**src/rtl/countdown_ctrl.sv**
```systemverilog
`default_nettype none
// ============================================================================
//  Module   : countdown_ctrl
//  Brief    : Button conditioning, tick prescaler and start/pause/done FSM
//             driving an N-bit countdown timer (tick / load / status).
//  Revision : 1.0 - initial release
// ============================================================================
module countdown_ctrl #(
  parameter int CLK_HZ          = 50_000_000,
  parameter int TICK_HZ         = 1,
  parameter int DEBOUNCE_CYCLES = 500_000
) (
  input  logic       clk,
  input  logic       reset,
  input  logic       btn_start,
  input  logic       btn_clear,
  input  logic       count_zero,
  output logic       tick,
  output logic       load,
  output logic       running,
  output logic       done,
  output logic [1:0] state
);

  localparam int DIV  = CLK_HZ / TICK_HZ;
  localparam int PC_W = $clog2(DIV);
  localparam int DB_W = (DEBOUNCE_CYCLES > 1) ? $clog2(DEBOUNCE_CYCLES) : 1;

  localparam logic [PC_W-1:0] PC_MAX = PC_W'(DIV - 1);
  localparam logic [DB_W-1:0] DB_MAX = DB_W'(DEBOUNCE_CYCLES - 1);

  typedef enum logic [1:0] {
    S_IDLE  = 2'b00,
    S_RUN   = 2'b01,
    S_PAUSE = 2'b10,
    S_DONE  = 2'b11
  } state_t;

  // Bit 0 = start button, bit 1 = clear button.
  logic [1:0] btn_raw;
  logic [1:0] press;

  assign btn_raw = {btn_clear, btn_start};

  // --------------------------------------------------------------------------
  // Per-button conditioning: 2-FF synchronizer, debounce, rising-edge pulse.
  // --------------------------------------------------------------------------
  for (genvar i = 0; i < 2; i++) begin : g_btn
    logic [1:0]      sync_q, sync_d;
    logic            deb_q, deb_d;
    logic            deb_prev_q, deb_prev_d;
    logic [DB_W-1:0] cnt_q, cnt_d;

    // Debounce: accept the synchronized level only after a full run of
    // consecutive mismatching cycles; any matching cycle restarts the run.
    always_comb begin
      sync_d     = {sync_q[0], btn_raw[i]};
      deb_d      = deb_q;
      deb_prev_d = deb_q;
      cnt_d      = '0;
      if (sync_q[1] != deb_q) begin
        if (cnt_q == DB_MAX) begin
          deb_d = sync_q[1];
        end else begin
          cnt_d = cnt_q + 1'b1;
        end
      end
    end

    // Button path registers.
    always_ff @(posedge clk or posedge reset) begin
      if (reset) begin
        sync_q     <= '0;
        deb_q      <= 1'b0;
        deb_prev_q <= 1'b0;
        cnt_q      <= '0;
      end else begin
        sync_q     <= sync_d;
        deb_q      <= deb_d;
        deb_prev_q <= deb_prev_d;
        cnt_q      <= cnt_d;
      end
    end

    assign press[i] = deb_q & ~deb_prev_q;
  end

  logic p_start;
  logic p_clear;

  assign p_start = press[0];
  assign p_clear = press[1];

  // --------------------------------------------------------------------------
  // FSM, prescaler and registered outputs.
  // --------------------------------------------------------------------------
  state_t          state_q, state_d;
  logic [PC_W-1:0] pc_q, pc_d;
  logic            tick_q, tick_d;
  logic            load_q, load_d;
  logic            running_q, running_d;
  logic            done_q, done_d;

  // Next state, prescaler update and the output values for the next cycle.
  always_comb begin
    state_d = state_q;
    pc_d    = pc_q;
    tick_d  = 1'b0;
    load_d  = 1'b0;
    case (state_q)
      S_IDLE: begin
        if (p_start) begin
          state_d = S_RUN;
          pc_d    = '0;
        end
      end
      S_RUN: begin
        if (count_zero) begin
          // Terminal count wins over a pending wrap or pause press.
          state_d = S_DONE;
        end else begin
          if (p_start) begin
            state_d = S_PAUSE;
          end
          if (pc_q == PC_MAX) begin
            // A wrap on the pausing edge is held back so the tick is
            // issued right after resume instead of being lost.
            if (!p_start) begin
              pc_d   = '0;
              tick_d = 1'b1;
            end
          end else begin
            pc_d = pc_q + 1'b1;
          end
        end
      end
      S_PAUSE: begin
        if (p_start) begin
          state_d = S_RUN;
        end
      end
      S_DONE: begin
        if (p_start) begin
          state_d = S_RUN;
          pc_d    = '0;
          load_d  = 1'b1;
        end
      end
      default: begin
        state_d = S_IDLE;
      end
    endcase

    // Clear overrides every other event, including a simultaneous start.
    if (p_clear) begin
      state_d = S_IDLE;
      pc_d    = '0;
      tick_d  = 1'b0;
      load_d  = 1'b1;
    end

    running_d = (state_d == S_RUN);
    done_d    = (state_d == S_DONE);
  end

  // State, prescaler and output registers.
  always_ff @(posedge clk or posedge reset) begin
    if (reset) begin
      state_q   <= S_IDLE;
      pc_q      <= '0;
      tick_q    <= 1'b0;
      load_q    <= 1'b0;
      running_q <= 1'b0;
      done_q    <= 1'b0;
    end else begin
      state_q   <= state_d;
      pc_q      <= pc_d;
      tick_q    <= tick_d;
      load_q    <= load_d;
      running_q <= running_d;
      done_q    <= done_d;
    end
  end

  assign tick    = tick_q;
  assign load    = load_q;
  assign running = running_q;
  assign done    = done_q;
  assign state   = state_q;

endmodule
`default_nettype wire

```
**config.mk**
```make
export PLATFORM = sky130hd
export DESIGN_NAME = countdown_ctrl
export DESIGN_NICKNAME = d
export VERILOG_FILES = /design/src/rtl/countdown_ctrl.sv
export SDC_FILE = /design/constraint.sdc
export NUM_CORES = 1
export LEC_CHECK = 0
export CORE_MARGIN = 2
export CORE_UTILIZATION = 55
export DETAILED_ROUTE_END_ITERATION = 6
export DONT_BUFFER_PORTS = 1
export GPL_TIMING_DRIVEN = 0
export PLACE_DENSITY = 0.7
export SYNTH_ARGS = -nofsm -noshare
export SYNTH_HDL_FRONTEND = slang
export SYNTH_SLANG_ARGS = --single-unit
```
**constraint.sdc**
```tcl
create_clock -name clk -period 2.8 [get_ports clk]
set_input_delay 0.28 -clock clk [delete_from_list [all_inputs] [get_ports clk]]
set_output_delay 0.28 -clock clk [all_outputs]
set_load 0.02 [all_outputs]
```
==> out/results.txt, run 1 <==
Synth area leaders = dfrtp_1 49%, xnor2_1 5.2%, nor2_1 4.5%
Starting Density = 55.99%
Power per cell area = 481.4 nW/µm²
Largest net degree at the start of global routing = 69
Critical path class = register to register
Critical Path Fanout Max = 7
Crit start category = register
CTS tree = done
Post-synthesis compound-gate area fraction = 10.90%
DR vias/cell = 5.834
WP data arrival = 2.72 ns
Mapped Area = 4018 µm²
Leak = 1.862 nW
CTS root buf = clkbuf_8
Final Max Slew Viols = 0
Die area = 8004 µm²
GR Util All Layers = 23.29%
Antenna violations before repair = 0
Vias in the first global route = 3,075
RSZ-0062 raised after global routing = no
Clk buf depth = 2
Crit end category = register
Layout cell share with drive strength beyond 1 = 8.578%
Final worst path period share = 88.58%
Worst Hold Class = input pin to register
Clk_lat worst skew = 0.36 ns
EDFF count, synth = 0
Antenna Cells = 0
RePlAce Congestion = 0.9304
Post-Synth XOR/XNOR Area = 7.848%
Syn nets = 434
DRC Markers = 0
Fmax = 403.2 MHz
# setup viols final = 0
Syn_area_per_cell = 9.498 µm²
Final Hold Vio Count = 0
Logic gate share of total power = 2.6%
Adder-cell area share of the yosys netlist = 1.869%
Hold_ws = 0.1248 ns
CTS buffer count = 9
Worst IR drop on VDD = 0.0002610 V
Die Ht = 89.47 µm
Clock slew at reported path FFs = 0.09 ns
Reg power frac = 53.8%
Worst clock skew = 0.01389 ns
Most used DFF post-synth = dfrtp_1
DRT Pass-1 Iters = 5
Synth warn = 0
DP HPWL = 5.794 mm
Min Tclk post-route = 2.480 ns
Clock sink count = 78
First-pass GRT wire length = 14.42 mm
Async SR Flop Fraction = 100.0%
Synth area leader = dfrtp_1
Die width = 89.47 µm
Port bufs = 0
Synth top area share = 48.58%
Power share of the clock group = 43.5%
Cells after synthesis = 423
Number of synthesized register bits = 78
Status = finished clean
Largest family of logic cells by synthesized area = simple AND/OR/NAND/NOR gates
H-tree Lvls = 3
Post-CTS Setup Bufs = 0
Switch share = 22.23%
Final Util = 61.53%
Worst-margin pin slew = 0.7471 ns
Routed WL = 8.304 mm
Core Area = 7176 µm²
Rows = 31
Layout area overhead = 9.903%
Starting DRT DRC Count = 157
Filler cells = 617
Int Pwr = 1.653 mW
Gr ovfl total = 0
Post-Synth Simple-Gate Area = 27.44%
Relative slew margins = 49.81%
WP data required = 3.04 ns
DRT antenna net count = 0
WL/cell = 15.32 µm
# IOs = 11
DR vias = 3,162
Post-layout nets = 449
Post-synthesis mux area share = 0.5606%
Max-cap viol count = 0
Seq/Total Area, Yosys = 48.58%
Psw = 0.4725 mW
Synth cell types = 48
[metal layers]
layer  vias to the layer above  GRT usage, %  part of all wire [%]  wire length [µm]
met5                         -             0                     0                 0
met4                         0         7.870                   1.7               140
met3                        13         4.155                   2.6               218
met2                        46         37.78                    48              3969
met1                      1550         31.69                    48              3976
li1                       1553             -                     -                 -
[cells by family (layout without fill, tap and decap cells)]
group | Yosys count | after routing
compound gates | 62 | 62
flops | 78 | 78
fa+ha+maj | 6 | 6
xor+xnor | 36 | 36
buf+inv | 27 | 47
mux | 2 | 2
simple gates | 212 | 212
[stage by stage]
step	power, mW	setup TNS (ns)	instance area [µm²]	setup slack (ns)	std cells
global route	2.208	0	4415	0.1285	542
CTS	2.142	0	4415	0.3356	542
detailed placement	1.221	0	4172	0.3623	523
floorplan	1.202	0	4018	0.5250	423
finish	2.126	0	4415	0.3197	542
global placement	1.215	-20.29	4141	-0.2646	522
[cell usage after synthesis, types with 2 or more instances]
master / n
a41oi_1: 3
nor3_1: 19
inv_1: 10
or4_1: 4
nand2_1: 38
or2_2: 3
nand3_1: 29
a31oi_1: 15
nor4bb_1: 4
and2_1: 4
nand4_1: 9
and3_1: 11
buf_2: 8
clkbuf_1: 7
nand2_2: 2
o21ai_0: 11
nor2_1: 48
a21oi_1: 11
nor4_1: 12
xor2_1: 12
nand2b_1: 5
or3_1: 9
nor2b_1: 4
a22o_1: 2
a211o_1: 5
and4_1: 7
mux2_2: 2
ha_1: 6
a21o_1: 4
dfrtp_1: 78
xnor2_1: 24
[path summary, 6_finish.rpt]
path                                               from                           end  slack, ns  cells after the start
hold / removal                               count_zero            state[0]$_DFF_PP0_       0.12                      2
hold reg to reg            g_btn[1].sync_q[0]$_DFF_PP0_  g_btn[1].sync_q[1]$_DFF_PP0_       0.36                      0
setup reg to reg                    pc_q[0]$_DFFE_PP0P_          pc_q[22]$_DFFE_PP0P_       0.32                      7
max in group asynchronous                         reset   g_btn[1].cnt_q[6]$_DFF_PP0_       1.94                      3
min in group asynchronous                         reset   g_btn[1].cnt_q[1]$_DFF_PP0_       0.30                      2
setup / recovery                    pc_q[0]$_DFFE_PP0P_          pc_q[22]$_DFFE_PP0P_       0.32                      7
[power by group through the flow]
stage / clock (mW) / combinational, mW / sequential [mW]
2_1_floorplan: 0 / 0.0377 / 1.16
3_3_place_gp: 0 / 0.0481 / 1.17
3_5_place_dp: 0 / 0.0542 / 1.17
4_1_cts: 0.939 / 0.0577 / 1.14
5_1_grt: 0.995 / 0.0667 / 1.15
6_report: 0.926 / 0.0556 / 1.14
[final cells by class]
class | count | area (µm²) | area share, %
Clock buffer | 10 | 127.6 | 2.890
Multi-Input combinational cell | 318 | 1953 | 44.23
Sequential cell | 78 | 1952 | 44.21
Buffer | 17 | 75.07 | 1.700
Inverter | 10 | 40.04 | 0.9068
Clock inverter | 6 | 86.33 | 1.955
Timing Repair Buffer | 4 | 57.56 | 1.303
Tap cell | 99 | 123.9 | 2.805
[cell usage in the layout, fill, tap and decap left out, drive strengths merged, types with 4 or more instances in the layout]
master	Yosys	routed
nor4bb	4	4
nand2	40	40
ha	6	6
nor4	12	12
nand2b	5	5
and3	11	11
xor2	12	12
a31oi	15	15
a21o	4	4
nor3	19	19
nor2	48	48
and2	4	4
xnor2	24	24
a211o	5	5
dfrtp	78	78
clkbuf	8	18
nand3	30	30
buf	9	10
or4	4	4
nor2b	4	4
nand4	10	10
o21ai	11	11
a21oi	11	11
inv	10	10
and4	7	7
or3	9	9
[worst max-delay path, cell delays in order (launching register included)]
cell,delay [ns]
dfrtp_1,0.44
ha_1,0.29
nand3_1,0.23
or4_1,0.44
buf_2,0.18
or3_1,0.37
and3_1,0.20
a211o_1,0.22
[sequential cells by signal (all words and copies together), names as in the netlist]
name              cells
g_btn.cnt_q          38
pc_q                 26
g_btn.sync_q          4
g_btn.deb_prev_d      2
g_btn.deb_prev_q      2
state                 2
done                  1
load                  1
running               1
tick                  1
[timing repair]
item                                    in CTS  in global routing
endpoints found under the setup margin       0                  0
hold endpoints to repair                    45                  0
resized for setup                            0                  0
hold buffers                                 3                  0
Power figures use the tool's default switching activity.
==> run 2, diff against run 1 <==
PLACE_DENSITY = 0.76   (was 0.7)
SLEW_MARGIN = 20   (was default)
==> out/results.txt, run 2 (synthesis gave the netlist of run 1 again) <==
Status = finished clean
Relative slew margins = 49.41% (-0.41 points)
FF-to-FF End = pc_q[3]$_DFFE_PP0P_
Int Pwr = 1.589 mW (-3.9%)
Logic gate share of total power = 2.7% (about the same)
Reg2reg setup slack = 0.23 ns (-0.09 ns)
Reg power frac = 55.9% (+2.1 points)
Crit start category = register
Worst Hold Class = input pin to register
Max FFs per register = 38 (unchanged)
Switch share = 22.36% (+0.13 points)
Clock slew at reported path FFs = 0.08 ns (about the same)
Antenna violations before repair = 0 (unchanged)
Critical Path Fanout Max = 10 (+3)
DP HPWL = 5.685 mm (-1.9%)
Worst-margin pin slew = 0.7531 ns (+0.006058 ns)
R2r startpoint = state[1]$_DFF_PP0_
Port bufs = 0 (unchanged)
WP data arrival = 2.83 ns (+0.11 ns)
CTS tree = done
# IOs = 11 (unchanged)
Largest net degree at the start of global routing = 57 (-17%)
Final worst slack = 0.2254 ns (-0.09428 ns)
Fmax = 388.4 MHz (-3.7%)
Final Hold Vio Count = 0 (unchanged)
Hold Path Origin = count_zero
R2R depth = 8 (+1)
Critical path class = register to register
Commonest cells after routing, fill and taps aside = 78 x dfrtp_1, 48 x nor2_1, 38 x nand2_1
Cts repair resizes = 0 (unchanged)
Clk_lat worst skew = 0.35 ns (about the same)
Power per cell area = 464.9 nW/µm² (-3.4%)
# setup viols final = 0 (unchanged)
Die width = 89.47 µm (unchanged)
WP data required = 3.06 ns (+0.02 ns)
DR vias = 3,195 (+1.0%)
Final Util = 61.34% (-0.19 points)
Final total negative setup slack = 0 ns (unchanged)
Min Tclk post-route = 2.575 ns (+0.09428 ns)
Worst IR drop on VDD = 0.0003529 V (+35%)
Hold_ws = 0.1339 ns (+0.009141 ns)
WL/cell = 14.98 µm (-2.2%)
CTS root buf = clkbuf_8
RSZ-0062 raised after global routing = no
Pre-CTS WS = 0.2954 ns (-0.06690 ns)
H-tree Lvls = 3 (unchanged)
Layout area overhead = 9.561%
DRT antenna net count = 0 (unchanged)
Vias in the first global route = 3,071 (-0.13%)
Worst clock skew = 0.01122 ns (-0.002678 ns)
DRC Markers = 0 (unchanged)
Starting DRT DRC Count = 311 (+98%)
RePlAce Congestion = 0.8941 (-3.9%)
GR Util All Layers = 22.67% (-0.62 points)
Routed WL = 8.120 mm (-2.2%)
Layout cell share with drive strength beyond 1 = 8.578% (unchanged)
Max-cap viol count = 0 (unchanged)
First-pass GRT wire length = 14.11 mm (-2.2%)
Antenna Cells = 0 (unchanged)
Largest reg by FF count = g_btn.cnt_q
Final worst path period share = 91.95% (+3.4 points)
DRT Pass-1 Iters = 5 (unchanged)
Starting Density = 55.99% (unchanged)
Worst Hold End = state[0]$_DFF_PP0_
Final Max Slew Viols = 0 (unchanged)
CTS buffer count = 9 (unchanged)
Psw = 0.4575 mW (-3.2%)
Non-Filler Instances = 542 (unchanged)
Hold Path Stages = 2 (unchanged)
Leak = 1.851 nW (-0.57%)
Most common cell after layout, fill and taps aside = dfrtp_1
Die area = 8004 µm² (unchanged)
Rows = 31 (unchanged)
Clock sink count = 78 (unchanged)
Crit end category = register
Die Ht = 89.47 µm (unchanged)
Power share of the clock group = 41.4% (-2.1 points)
Placed cells = 523 (unchanged)
Post-layout nets = 449 (unchanged)
Core Area = 7176 µm² (unchanged)
Gr ovfl total = 0 (unchanged)
DR vias/cell = 5.895 (+1.0%)
Biggest regs = g_btn.cnt_q: 38 flops, pc_q: 26 flops, g_btn.sync_q: 4 flops
Clk buf depth = 2 (unchanged)
run 2: cell count changes in the layout (fill, tap and decap cells not counted), sizes merged:
cell,change
bufinv,-1
clkbuf,+1
clkinv,-1
clkinvlp,+1
run 2: stage by stage:
stage | total power [mW] | instance area [µm²]
detailed placement | 1.221 | 4172
finish | 2.046 | 4402
floorplan | 1.202 | 4018
global placement | 1.214 | 4141
CTS | 2.068 | 4402
global route | 2.140 | 4402
run 2: power groups by stage:
stage / registers, mW / logic (mW) / clock network (mW)
6_report: 1.14 / 0.0551 / 0.847
5_1_grt: 1.15 / 0.0662 / 0.928
4_1_cts: 1.14 / 0.0577 / 0.866
3_5_place_dp: 1.17 / 0.0541 / 0
3_3_place_gp: 1.17 / 0.0479 / 0
2_1_floorplan: 1.16 / 0.0377 / 0
run 2: layout make-up:
cell class	count	area, µm²
fill	612	2774
buffer	17	75.07
sequential	78	1952
inverter	10	40.04
tap	99	123.9
multi-input combinational	318	1953
clock inverter	5	58.81
clock buffer	11	141.4
timing repair buffer	4	57.56
run 2: timing repair:
item                      CTS  global route
setup buffers               0             0
hold endpoints to repair   24             0
hold buffers                3             0
run 2: layer usage:
| layer | global-route usage [%] | wire length (µm) | vias up |
|---|---|---|---|
| met2 | 36.97 | 3937 | 88 |
| li1 | - | - | 1552 |
| met5 | 0 | 0 | - |
| met4 | 8.684 | 138 | 0 |
| met1 | 30.91 | 3710 | 1540 |
| met3 | 3.047 | 334 | 15 |
run 2: worst max path at each step:
stage	startpoint	to	slack [ns]	cells after the start
detailed placement	state[1]$_DFF_PP0_	pc_q[24]$_DFFE_PP0P_	0.30	8
finish	state[1]$_DFF_PP0_	pc_q[3]$_DFFE_PP0P_	0.23	8
CTS	state[1]$_DFF_PP0_	pc_q[24]$_DFFE_PP0P_	0.26	8
floorplan	reset	done$_DFF_PP0_	0.52	1
global placement	reset	pc_q[16]$_DFFE_PP0P_	-0.23	1
global route	state[1]$_DFF_PP0_	pc_q[3]$_DFFE_PP0P_	0.06	8
run 2: worst max-delay path, stage by stage (launching register included):
cell      delay (ns)
dfrtp_1         0.51
inv_1           0.11
ha_1            0.33
nor2_1          0.29
o311a_1         0.29
buf_2           0.24
clkbuf_1        0.40
nand2_1         0.10
a31oi_1         0.21
==> run 3, diff against run 2 <==
CAP_MARGIN = 20   (was default)
CELL_PAD_IN_SITES_DETAIL_PLACEMENT = 2   (was default)
CELL_PAD_IN_SITES_GLOBAL_PLACEMENT = 2   (was default)
CORE_UTILIZATION = 41   (was 55)
PLACE_DENSITY = 0.85   (was 0.76)
==> out/results.txt, run 3 (synthesis gave the netlist of run 1 again) <==
Status = finished clean
Placed cells = 557 (+6.5%)
Core Area = 9639 µm² (+34%)
DRT Pass-1 Iters = 4 (-1)
R2r startpoint = pc_q[0]$_DFFE_PP0P_
Final worst slack = 0.2349 ns (+0.009493 ns)
Max FFs per register = 38 (unchanged)
Worst Hold End = state[0]$_DFF_PP0_
Post-layout nets = 449 (unchanged)
CTS root buf = clkbuf_8
Rows = 36 (+16%)
Max-cap viol count = 0 (unchanged)
Worst Hold Class = input pin to register
Antenna Cells = 0 (unchanged)
DR vias = 3,379 (+5.8%)
Pre-CTS WS = 0.05196 ns (-0.2434 ns)
DRC Markers = 0 (unchanged)
Critical path class = register to register
WL/cell = 20.95 µm (+40%)
Fmax = 389.8 MHz (+0.37%)
Critical Path Fanout Max = 7 (-3)
Crit start category = register
Crit end category = register
H-tree Lvls = 3 (unchanged)
Die width = 103.0 µm (+15%)
Hold Path Stages = 2 (unchanged)
Placed inst area = 4214 µm² (+1.0%)
Final Cell Area = 4463 µm² (+1.4%)
Min Tclk post-route = 2.565 ns (-0.009493 ns)
Gr ovfl total = 0 (unchanged)
FF-to-FF End = pc_q[22]$_DFFE_PP0P_
Clock slew at reported path FFs = 0.08 ns (about the same)
Total Power = 2.166 mW (+5.8%)
Largest net degree at the start of global routing = 59 (+3.5%)
Clk buf depth = 2 (unchanged)
Clock sink count = 78 (unchanged)
DP HPWL = 8.330 mm (+47%)
First-pass GRT wire length = 20.18 mm (+43%)
Relative slew margins = 35.44% (-14 points)
# setup viols final = 0 (unchanged)
WP data arrival = 2.81 ns (-0.02 ns)
RePlAce Congestion = 0.7621 (-15%)
RSZ-0062 raised after global routing = no
Worst IR drop on VDD = 0.0002517 V (-29%)
Die area = 10,610 µm² (+33%)
# IOs = 11 (unchanged)
Reg2reg setup slack = 0.23 ns (about the same)
Hold Path Origin = count_zero
Clk_lat worst skew = 0.36 ns (about the same)
WP data required = 3.04 ns (-0.02 ns)
GR Util All Layers = 25.19% (+2.5 points)
Antenna violations before repair = 0 (unchanged)
Starting Density = 41.68% (-14 points)
R2R depth = 7 (-1)
CTS buffer count = 9 (unchanged)
DRT antenna net count = 0 (unchanged)
Final Max Slew Viols = 0 (unchanged)
Largest reg by FF count = g_btn.cnt_q
Routed WL = 12.05 mm (+48%)
Worst clock skew = 0.01236 ns (+0.001139 ns)
Commonest cells after routing, fill and taps aside = 78 x dfrtp_1, 47 x nor2_1, 38 x nand2_1
Worst-margin pin slew = 0.9610 ns (+0.2079 ns)
Power per cell area = 485.3 nW/µm² (+4.4%)
Post-CTS Setup Bufs = 0 (unchanged)
Starting DRT DRC Count = 112 (-64%)
Port bufs = 0 (unchanged)
Non-Filler Instances = 575 (+6.1%)
Most common cell after layout, fill and taps aside = dfrtp_1
CTS tree = done
Final worst path period share = 91.61% (-0.34 points)
Hold_ws = 0.1329 ns (-0.001057 ns)
Biggest regs = g_btn.cnt_q: 38 flops, pc_q: 26 flops, g_btn.sync_q: 4 flops
Final Hold Vio Count = 0 (unchanged)
Leak = 1.868 nW (+0.92%)
Die Ht = 103.0 µm (+15%)
Layout cell share with drive strength beyond 1 = 8.824% (+0.25 points)
Layout area overhead = 11.09%
DR vias/cell = 5.877 (-0.31%)
Vias in the first global route = 3,805 (+24%)
-- run 3: area by class of cell --
type / instances / area, µm²
fill: 1060 / 5176
multi-input combinational: 318 / 1956
sequential: 78 / 1952
tap: 133 / 166.4
clock buffer: 12 / 145.1
buffer: 17 / 77.57
clock inverter: 3 / 68.82
timing repair buffer: 4 / 57.56
inverter: 10 / 40.04
-- run 3: power breakdown --
group / switching (mW) / total, mW / internal, mW
Combinational: 0.0439 / 0.0616 / 0.0176
Clock: 0.433 / 0.958 / 0.525
Sequential: 0.0112 / 1.15 / 1.14
-- run 3: worst max-delay path, stage by stage (launching register included) --
cell,delay [ns]
dfrtp_1,0.49
ha_1,0.30
nand3_1,0.25
or4_1,0.46
buf_2,0.18
or3_1,0.37
and3_1,0.19
a211o_1,0.21
-- run 3: metrics by stage --
step | util [%] | TNS [ns]
after floorplan | - | 0
after global placement | 43.41 | -31.10
after detailed placement | 43.72 | 0
after CTS | 46.25 | 0
after global routing | 46.30 | 0
final | 46.30 | 0
-- run 3: how the worst max path moves through the flow --
stage | start | end | slack [ns] | cells after the start
2_1_floorplan | reset | done$_DFF_PP0_ | 0.52 | 1
3_3_place_gp | reset | g_btn[0].cnt_q[9]$_DFF_PP0_ | -0.40 | 1
3_5_place_dp | state[1]$_DFF_PP0_ | pc_q[8]$_DFFE_PP0P_ | 0.05 | 8
4_1_cts | state[1]$_DFF_PP0_ | pc_q[10]$_DFFE_PP0P_ | 0.02 | 8
5_1_grt | state[1]$_DFF_PP0_ | pc_q[8]$_DFFE_PP0P_ | 0.05 | 8
6_report | pc_q[0]$_DFFE_PP0P_ | pc_q[22]$_DFFE_PP0P_ | 0.23 | 7
-- run 3: what timing repair did --
| item | 4_1_cts | 5_1_grt |
|---|---|---|
| hold endpoints to repair | 22 | 0 |
| endpoints found under the setup margin | 0 | 10 |
| hold buffers | 3 | 0 |
| resized for setup | 0 | 4 |
-- run 3: metal layers --
metal / up-vias / part of all wire [%] / track usage [%] / wire, µm
li1: 1554 / - / - / -
met1: 1786 / 45 / 32.32 / 5395
met2: 29 / 52 / 42.91 / 6266
met3: 10 / 2.1 / 5.085 / 259
met4: 0 / 1.0 / 7.996 / 125
met5: - / 0 / 0 / 0
